File: src/rtl/fifo_sc_frame_reader_if.sv
// ---------------------------------------------------------------------------
// fifo_sc_frame_reader_if
//   Bundles the three buses of the FIFO frame reader:
//     FIFO read side : fifo_read, fifo_data_out, fifo_valid_out, fifo_empty
//     Command side   : cmd_val, cmd_len, cmd_rdy
//     Stream side    : m_dat, m_val, m_last, m_rdy, plus done / err status
//   modport master : the frame reader itself
//   modport slave  : the environment (FIFO, command source, stream sink)
// ---------------------------------------------------------------------------
interface fifo_sc_frame_reader_if #(
  parameter int W  = 16,
  parameter int LW = 16
);
  logic          fifo_read;
  logic [W-1:0]  fifo_data_out;
  logic          fifo_valid_out;
  logic          fifo_empty;

  logic          cmd_val;
  logic [LW-1:0] cmd_len;
  logic          cmd_rdy;

  logic [W-1:0]  m_dat;
  logic          m_val;
  logic          m_last;
  logic          m_rdy;

  logic          done;
  logic          err;

  modport master (
    output fifo_read, cmd_rdy, m_dat, m_val, m_last, done, err,
    input  fifo_data_out, fifo_valid_out, fifo_empty, cmd_val, cmd_len, m_rdy
  );

  modport slave (
    input  fifo_read, cmd_rdy, m_dat, m_val, m_last, done, err,
    output fifo_data_out, fifo_valid_out, fifo_empty, cmd_val, cmd_len, m_rdy
  );
endinterface

File: src/rtl/fifo_sc_frame_reader.sv
// ---------------------------------------------------------------------------
// fifo_sc_frame_reader
//   Read-side master for a single-clock FIFO. Accepts frame length commands,
//   reads exactly that many words from the FIFO and presents them as a
//   valid/ready stream with m_last on the final word. A 2-entry prefetch
//   buffer hides the FIFO's 1-cycle read latency so the stream runs at
//   1 word/cycle when the sink is always ready.
//
//   Ports:
//     clk, rst       : clock, synchronous active-high reset
//     bus (master)   : FIFO read strobe/data, command handshake, stream
//                      output, done pulse and sticky err flag
// ---------------------------------------------------------------------------
module fifo_sc_frame_reader #(
  parameter int W  = 16,
  parameter int LW = 16
) (
  input  logic                     clk,
  input  logic                     rst,
  fifo_sc_frame_reader_if.master   bus
);

  typedef enum logic {IDLE, ACTIVE} state_t;

  state_t        state_q;
  logic [LW-1:0] rd_rem_q;     // words still to be read from the FIFO
  logic [LW-1:0] wr_rem_q;     // words still to be delivered downstream
  logic          cmd_rdy_q;
  logic          done_q;
  logic          err_q;
  logic          inflight_q, inflight_d;
  logic [1:0]    occ_q, occ_d;
  logic [W-1:0]  head_q, head_d;   // buffer entry presented on m_dat
  logic [W-1:0]  tail_q, tail_d;   // second buffer entry

  logic pop;
  logic wr;
  logic accept;
  logic rd_issue;

  assign pop    = (occ_q != 2'd0) & bus.m_rdy;
  assign accept = bus.cmd_val & cmd_rdy_q;
  // Returned data is only trusted when a read is outstanding.
  assign wr     = bus.fifo_valid_out & inflight_q;

  // Room check: buffered + outstanding words after this cycle's pop must stay
  // within the two buffer entries. Written as a sum comparison so nothing
  // underflows. Gated by rst so no read is launched whose data would return
  // after the reset had already cleared inflight.
  assign rd_issue = (state_q == ACTIVE) & ~bus.fifo_empty & (rd_rem_q != '0)
                  & (({1'b0, occ_q} + {2'b00, inflight_q}) < (3'd2 + {2'b00, pop}))
                  & ~rst;

  assign bus.fifo_read = rd_issue;
  assign bus.cmd_rdy   = cmd_rdy_q;
  assign bus.m_val     = (occ_q != 2'd0);
  assign bus.m_dat     = head_q;
  assign bus.m_last    = (wr_rem_q == LW'(1)) & (occ_q != 2'd0);
  assign bus.done      = done_q;
  assign bus.err       = err_q;

  // Prefetch buffer next state. Head is always entry 0; a pop shifts the tail
  // forward, so order is preserved without pointers.
  always_comb begin
    // NOTE: every variable gets a default first so no path leaves one unassigned (no latch).
    head_d     = head_q;
    tail_d     = tail_q;
    occ_d      = occ_q;
    inflight_d = inflight_q;

    unique case ({wr, pop})
      2'b10: begin
        if (occ_q == 2'd0) head_d = bus.fifo_data_out;
        else               tail_d = bus.fifo_data_out;
        occ_d = occ_q + 2'd1;
      end
      2'b01: begin
        head_d = tail_q;
        occ_d  = occ_q - 2'd1;
      end
      2'b11: begin
        // Occupancy unchanged; the new word lands behind whatever remains.
        if (occ_q == 2'd1) begin
          head_d = bus.fifo_data_out;
        end else begin
          head_d = tail_q;
          tail_d = bus.fifo_data_out;
        end
      end
      default: ;
    endcase

    // A new read overlapping the previous return keeps exactly one in flight.
    if (rd_issue)                 inflight_d = 1'b1;
    else if (bus.fifo_valid_out)  inflight_d = 1'b0;
  end

  always_ff @(posedge clk) begin
    if (rst) begin
      // NOTE: the buffer entries are reset too, because m_dat must read 0 after reset.
      head_q     <= '0;
      tail_q     <= '0;
      occ_q      <= 2'd0;
      inflight_q <= 1'b0;
      err_q      <= 1'b0;
    end else begin
      head_q     <= head_d;
      tail_q     <= tail_d;
      occ_q      <= occ_d;
      inflight_q <= inflight_d;
      if (bus.fifo_valid_out & ~inflight_q) err_q <= 1'b1;
    end
  end

  // Frame control FSM with registered cmd_rdy / done.
  always_ff @(posedge clk) begin
    if (rst) begin
      // NOTE: sequential state uses non-blocking assignments so every register samples pre-edge values.
      state_q   <= IDLE;
      rd_rem_q  <= '0;
      wr_rem_q  <= '0;
      cmd_rdy_q <= 1'b0;
      done_q    <= 1'b0;
    end else begin
      done_q <= 1'b0;
      unique case (state_q)
        IDLE: begin
          cmd_rdy_q <= 1'b1;
          if (accept) begin
            if (bus.cmd_len != '0) begin
              state_q   <= ACTIVE;
              rd_rem_q  <= bus.cmd_len;
              wr_rem_q  <= bus.cmd_len;
              cmd_rdy_q <= 1'b0;
            end else begin
              // Empty frame: acknowledge with done, emit nothing.
              done_q <= 1'b1;
            end
          end
        end
        ACTIVE: begin
          cmd_rdy_q <= 1'b0;
          if (rd_issue) rd_rem_q <= rd_rem_q - LW'(1);
          if (pop) begin
            wr_rem_q <= wr_rem_q - LW'(1);
            if (wr_rem_q == LW'(1)) begin
              state_q   <= IDLE;
              done_q    <= 1'b1;
              cmd_rdy_q <= 1'b1;
            end
          end
        end
        default: state_q <= IDLE;
      endcase
    end
  end

endmodule

File: src/flat_wrapper.sv
// flat-port wrapper written by rule: the top's interface ports become plain ports
module fifo_sc_frame_reader_flat 
#(
  parameter int W  = 16,
  parameter int LW = 16
)
  (clk, rst, bus_fifo_read, bus_cmd_rdy, bus_m_dat, bus_m_val, bus_m_last, bus_done, bus_err, bus_fifo_data_out, bus_fifo_valid_out, bus_fifo_empty, bus_cmd_val, bus_cmd_len, bus_m_rdy);
  fifo_sc_frame_reader_if #(.W(W), .LW(LW)) bus_i ();
  input  logic clk;
  input  logic rst;
  output wire logic [$bits(bus_i.fifo_read)-1:0] bus_fifo_read;
  output wire logic [$bits(bus_i.cmd_rdy)-1:0] bus_cmd_rdy;
  output wire logic [$bits(bus_i.m_dat)-1:0] bus_m_dat;
  output wire logic [$bits(bus_i.m_val)-1:0] bus_m_val;
  output wire logic [$bits(bus_i.m_last)-1:0] bus_m_last;
  output wire logic [$bits(bus_i.done)-1:0] bus_done;
  output wire logic [$bits(bus_i.err)-1:0] bus_err;
  input wire logic [$bits(bus_i.fifo_data_out)-1:0] bus_fifo_data_out;
  input wire logic [$bits(bus_i.fifo_valid_out)-1:0] bus_fifo_valid_out;
  input wire logic [$bits(bus_i.fifo_empty)-1:0] bus_fifo_empty;
  input wire logic [$bits(bus_i.cmd_val)-1:0] bus_cmd_val;
  input wire logic [$bits(bus_i.cmd_len)-1:0] bus_cmd_len;
  input wire logic [$bits(bus_i.m_rdy)-1:0] bus_m_rdy;
  assign bus_fifo_read = bus_i.fifo_read;
  assign bus_cmd_rdy = bus_i.cmd_rdy;
  assign bus_m_dat = bus_i.m_dat;
  assign bus_m_val = bus_i.m_val;
  assign bus_m_last = bus_i.m_last;
  assign bus_done = bus_i.done;
  assign bus_err = bus_i.err;
  assign bus_i.fifo_data_out = bus_fifo_data_out;
  assign bus_i.fifo_valid_out = bus_fifo_valid_out;
  assign bus_i.fifo_empty = bus_fifo_empty;
  assign bus_i.cmd_val = bus_cmd_val;
  assign bus_i.cmd_len = bus_cmd_len;
  assign bus_i.m_rdy = bus_m_rdy;
  fifo_sc_frame_reader #(.W(W), .LW(LW)) u_core (.clk(clk), .rst(rst), .bus(bus_i));
endmodule
File: config.mk
export PLATFORM = sky130hd
export DESIGN_NAME = fifo_sc_frame_reader_flat
export DESIGN_NICKNAME = d
export VERILOG_FILES = /design/src/rtl/fifo_sc_frame_reader_if.sv /design/src/rtl/fifo_sc_frame_reader.sv /design/src/flat_wrapper.sv
export SDC_FILE = /design/constraint.sdc
export NUM_CORES = 1
export LEC_CHECK = 0
export ABC_AREA = 1
export BUFFER_PORTS_ARGS = -buffer_cell sky130_fd_sc_hd__buf_4
export CORE_ASPECT_RATIO = 0.6
export CORE_UTILIZATION = 25
export CTS_CLUSTER_SIZE = 10
export DETAILED_ROUTE_END_ITERATION = 7
export PLACE_DENSITY = 0.41
export SLEW_MARGIN = 20
export SYNTH_ARGS = -nofsm -noshare
export SYNTH_HDL_FRONTEND = slang
export SYNTH_SLANG_ARGS = --single-unit
File: constraint.sdc
create_clock -name clk -period 3.2 [get_ports clk]
set_clock_uncertainty 0.2 [all_clocks]
set_input_delay 0.32 -clock clk [delete_from_list [all_inputs] [get_ports clk]]
set_output_delay 0.32 -clock clk [all_outputs]
set_load 0.01 [all_outputs]
## After elaboration in Yosys (flattened, before gate mapping)

Index checks and enable logic that the tools add are counted.

- Register bits: 71
- Bits of input ports: 38
- Output and inout bits: 22
- Word-level logic and storage cells: 81

- Add/sub/neg operators: 6
- $lt $le $gt $ge: 1
- Equality and inequality tests: 12
- Multiplexer cells: 27
- Bitwise gates (word level): 13
- Reductions and logical operators: 12

Operators with widths:

| cell | count |
|---|---|
| $mux 16 | 8 |
| $pmux 16 s2 | 3 |
| $pmux 16 s3 | 1 |
| $reduce_bool 16->1 | 2 |
| $sub 16x1->16 const B | 2 |
| $eq 16x1->1 const B | 1 |
| $mux 1 | 11 |
| $and 1x1->1 | 9 |
| $reduce_and 3->1 | 3 |
| $ne 2x2->1 const B | 4 |
| $reduce_bool 2->1 | 4 |
| $ne 2x1->1 const B | 3 |
| $pmux 1 s2 | 3 |
| $eq 2x1->1 const B | 2 |
| $eq 2x2->1 const B | 2 |
| $not 1->1 | 4 |
| $pmux 2 s2 | 1 |
| $add 2x1->3 | 1 |
| $add 2x1->3 const A | 1 |
| $lt 3x3->1 | 1 |
| $reduce_bool 3->1 | 1 |
| $add 2x1->2 const B | 1 |
| $logic_not 2->1 | 1 |
| $reduce_and 2->1 | 1 |
| $sub 2x1->2 const B | 1 |

## Depth between registers and ports, before layout

- Depth after elaboration: 8
- Depth in mapped cells: 14

## Worst setup path before layout

Ideal clock, no wire load.

- Kind: reg2reg
- Start: register u_core.occ_q[0]
- End: register u_core.head_q[10], in the netlist u_core.bus.m_dat[10]
- Library setup time: 0.059 ns
- Arrival: 2.311 ns
- Required time: 2.941 ns
- Setup slack: 0.630 ns
- Cell stages (with the launch flop): 15
- Buffers on the path: 2
- Period minus slack after synthesis: 2.570 ns
- Path through: dfxtp_1 > inv_1 > ha_1 > inv_2 > nand2_4 > inv_4 > clkbuf_1 > ha_1 > inv_1 > o21bai_1 > buf_2 > nand3_1 > nand2_1 > o221ai_1 > inv_1

- Longest elaborated chain between the ends: 5
- Elaborated cells between the ends (all ways): 12

RTL lines:

| item | line | source |
|---|---|---|
| start, declared | fifo_sc_frame_reader.sv:32 | `logic [1:0] occ_q, occ_d;` |
| start signal, assigned | fifo_sc_frame_reader.sv:103 | `occ_q <= 2'd0;` |
| start signal, assigned | fifo_sc_frame_reader.sv:109 | `occ_q <= occ_d;` |
| $reduce_bool 2->1 (*) | -- |  |
| via bus_m_val | flat_wrapper.sv:14 | `output wire logic [$bits(bus_i.m_val)-1:0] bus_m_val;` |
| $and 1x1->1 (*) | fifo_sc_frame_reader.sv:41 | `assign pop = (occ_q != 2'd0) & bus.m_rdy;` |
| $eq 2x2->1 or $eq 2x1->1 (tied branches) | fifo_sc_frame_reader.sv:71 | `unique case ({wr, pop})` |
| $ne 2x1->1 (no source line) or $reduce_bool 3->1 (tied branches) | -- |  |
| $reduce_and 2->1 (no source line) | -- |  |
| end signal, assigned | fifo_sc_frame_reader.sv:101 | `head_q <= '0;` |
| end signal, assigned | fifo_sc_frame_reader.sv:107 | `head_q <= head_d;` |
| end, declared | fifo_sc_frame_reader.sv:33 | `logic [W-1:0] head_q, head_d;` |

Mark *: on every way through the listed nets, which the timed path passes. The rest lies on a longest branch.
A chain may end at the register's enable or synchronous reset.

## Worst setup path after layout

- Start: register u_core.occ_q[0]
- End: output port bus_fifo_read

- Longest elaborated chain between the ends: 6
- Elaborated cells between the ends (all ways): 7

RTL lines:

| item | line | source |
|---|---|---|
| $reduce_bool 2->1 | fifo_sc_frame_reader.sv:41 |  |
| $and 1x1->1 | fifo_sc_frame_reader.sv:41 |  |
| $add 2x1->3 | fifo_sc_frame_reader.sv:51 | `& (({1'b0, occ_q} + {2'b00, inflight_q}) < (3'd2 + {2'b00, pop}))` |
| $lt 3x3->1 (*) | fifo_sc_frame_reader.sv:51 |  |
| $and 1x1->1 (*) | fifo_sc_frame_reader.sv:51 |  |
| $and 1x1->1 (*) | fifo_sc_frame_reader.sv:52 | `& ~rst;` |
| end, declared | flat_wrapper.sv:11 | `output wire logic [$bits(bus_i.fifo_read)-1:0] bus_fifo_read;` |

Every way passes the cells marked *; elsewhere a longest branch is shown, timed or not.

==> results.json <==
{
  "syn_area_per_cell_um2": 6.45,
  "crit_end": "bus_fifo_read",
  "cts_root_buf": "clkbuf_16",
  "fmaxAchievable_mhz": 388,
  "synth_top_area_share": 0.329,
  "cts_setup_buffers": 0,
  "wl_met1_mm": 7.36,
  "hold_depth": 2,
  "die_w_um": 172,
  "fin_area_um2": 5260,
  "route.detailed.wl_per_inst_um": 13.8,
  "nets": 768,
  "grt_max_degree": 33,
  "seq_area_um2": 1420,
  "synthFlopType": "dfxtp_1",
  "wl_mm": 13.2,
  "drtIter0Drc": 288,
  "rsz0062_at_grt": "no",
  "finalWorstSetupSlack_ns": 0.622,
  "arrival_ns": 2.06,
  "async_reset_ff_frac": 0,
  "ys_seq_elements": 71,
  "syn-instance-count": 669,
  "postCtsHoldBufs": 0,
  "finalCritPeriodShare": 0.806,
  "n_fill_cell": 1830,
  "cts_repair_resize_count": 0,
  "antenna_found_initial": 0,
  "synth_warnings": 0,
  "grt_pass1_wl_mm": 21.4,
  "yosysUniqueCellTypes": 35,
  "rr_endpoint": "u_core.tail_q[14]",
  "place_hpwl_mm": 9.83,
  "insertion_delay_ns": 0.34,
  "crit_type": "reg2out",
  "synth_edf_count": 0,
  "multi_input_area_um2": 2410,
  "fp.dieH_um": 104,
  "period_minus_slack_ns": 2.58,
  "portBuffers": 59,
  "cp_data_required_time_ns": 2.68,
  "clkTransAtPathRegs_ns": 0.06,
  "synth_area_um2": 4310,
  "maxSlewHeadroom": 0.414,
  "io_pins": 60,
  "critPathLaunchType": "flop",
  "yosys.area.top_type": "dfxtp_1",
  "htreeDepth": 3,
  "crit_start": "u_core.occ_q[0]",
  "synth_area_leaders": "dfxtp_1 (33%), nand2_1 (14%), nor2_1 (11%)",
  "power.leakage_nw": 2.66,
  "cts_tree": "built",
  "place_area_um2": 4950,
  "outcome": "complete, no violations",
  "mostFrequentLayoutCells": "nand2_1 (159), nor2_1 (123), inv_1 (81), dfxtp_1 (71), buf_4 (67)",
  "crit_fanout": 16,
  "layout-drive-gt1-share": 0.156,
  "worst_pin_slew_ns": 0.873,
  "dr.pass1.iters": 5,
  "syn_nets": 717,
  "core_um2": 16500,
  "slowest_delay_ns": 0.40,
  "gp_congestion": 0.838,
  "top_layer": "met4",
  "cp-end-kind": "primary output",
  "path_cells": "inv_1 > ha_1 > inv_2 > nand2_4 > o21ai_1 > inv_1 > nor2_8 > nand2_4 > inv_1 > buf_4",
  "cts_made_buffers": 9,
  "n_antenna_cell": 0,
  "layout_commonest_cell": "nand2_1",
  "post-route-drc-count": 0,
  "hp-class": "in2reg",
  "clock_path_buffers": 2,
  "rr_worst_depth": 11,
  "maxCapViolCount": 0,
  "setup_tns_ns": 0,
  "ys_seq_area_frac": 0.329,
  "dr_wl_met3_um": 521,
  "via_per_inst": 4.51,
  "setup_viol": 0,
  "syn_to_final_growth_pct": 21.8,
  "cp_slowest_cell": "dfxtp_1",
  "clock-sinks": 71,
  "grtUsageTotal": 0.156,
  "route.met2.wl_mm": 5.18,
  "grt_overflow_total": 0,
  "rows": 36,
  "peakVddDrop_mv": 0.221,
  "cpMostUsedCell": "inv_1",
  "pre_cts_slack_ns": 0.680,
  "r2r_setup_slack_ns": 0.69,
  "p_per_area_nw_per_um2": 595,
  "dieArea_um2": 17800,
  "start_util": 0.261,
  "slew_violations": 0,
  "final_antenna_net_count": 0,
  "r2r-start": "u_core.occ_q[0]",
  "vias": 4299,
  "final_hold_viol_count": 0,
  "grt_pass1_vias": 3977
}
## area by class of cell
class                      count  share of cell area
multi-input combinational    483               0.458
sequential                    71               0.270
timing repair buffer          67              0.0957
inverter                      88              0.0633
tap                          228              0.0543
clock buffer                   9              0.0428
clock inverter                 7              0.0152
## power breakdown
part	switching [mW]	internal (mW)
Sequential	0.0765	0.988
Combinational	0.628	0.375
Clock	0.448	0.614
## stage by stage
stage               power, mW  hold slack [ns]   util  std cells
CTS                      3.18           0.0231  0.318        953
global route             3.35           0.0364  0.318        953
global placement         2.09            0.253  0.300        937
detailed placement       2.09            0.280  0.300        937
finish                   3.13           0.0284  0.318        953
floorplan                1.76            0.252      -        669
## worst max-delay path: cells and delay by family (launching register included)
family	cells	cell delay [ns]
compound gates	1	0.15
fa+ha+maj	1	0.24
buf+inv	5	0.53
flops	1	0.40
simple gates	3	0.40
## logic make-up (layout without fill, tap and decap cells)
group	Yosys count	in the layout	synth area share
compound gates	109	109	0.146
xor+xnor	5	5	0.0102
fa+ha+maj	10	10	0.0290
buf+inv	115	171	0.113
flops	71	71	0.329
simple gates	359	359	0.372
## synthesized netlist by cell type, types with 2 or more instances
cell      count
nand2_1     159
nor2_1      123
inv_1        81
dfxtp_1      71
nand3_1      49
o21ai_0      40
a21oi_1      38
o221ai_1     16
buf_2        10
clkbuf_1     10
ha_1         10
nand3_2      10
o21ai_1       9
inv_2         5
xor2_1        5
buf_6         4
nand2_4       4
buf_4         3
nor2_8        3
a21boi_0      2
nand4_1       2
nor4_1        2
## sequential cells by signal, summed over array words and instances (netlist names)
register            flops
u_core.inflight_q       1
u_core.bus.done         1
u_core.bus.err          1
u_core.rd_rem_q        16
u_core.occ_q            2
u_core.tail_q          16
u_core.bus.m_dat       16
u_core.bus.cmd_rdy      1
u_core.state_q          1
u_core.wr_rem_q        16
## worst min-delay path by stage
| stage | slack [ns] | end | startpoint |
|---|---|---|---|
| after global placement | 0.25 | u_core.bus.err | u_core.bus.err |
| after floorplan | 0.25 | u_core.wr_rem_q[4] | u_core.wr_rem_q[4] |
| after global routing | 0.04 | u_core.bus.cmd_rdy | rst |
| after detailed placement | 0.28 | u_core.bus.err | u_core.bus.err |
| after CTS | 0.02 | u_core.bus.cmd_rdy | rst |
| final | 0.03 | u_core.bus.cmd_rdy | rst |
## layer usage
metal / global-route usage / up-vias
met5: 0 / -
met4: 0.0364 / 0
met3: 0.0310 / 8
met2: 0.213 / 79
met1: 0.244 / 1975
li1: - / 2237
No activity file was read; power rests on OpenSTA's default activity.
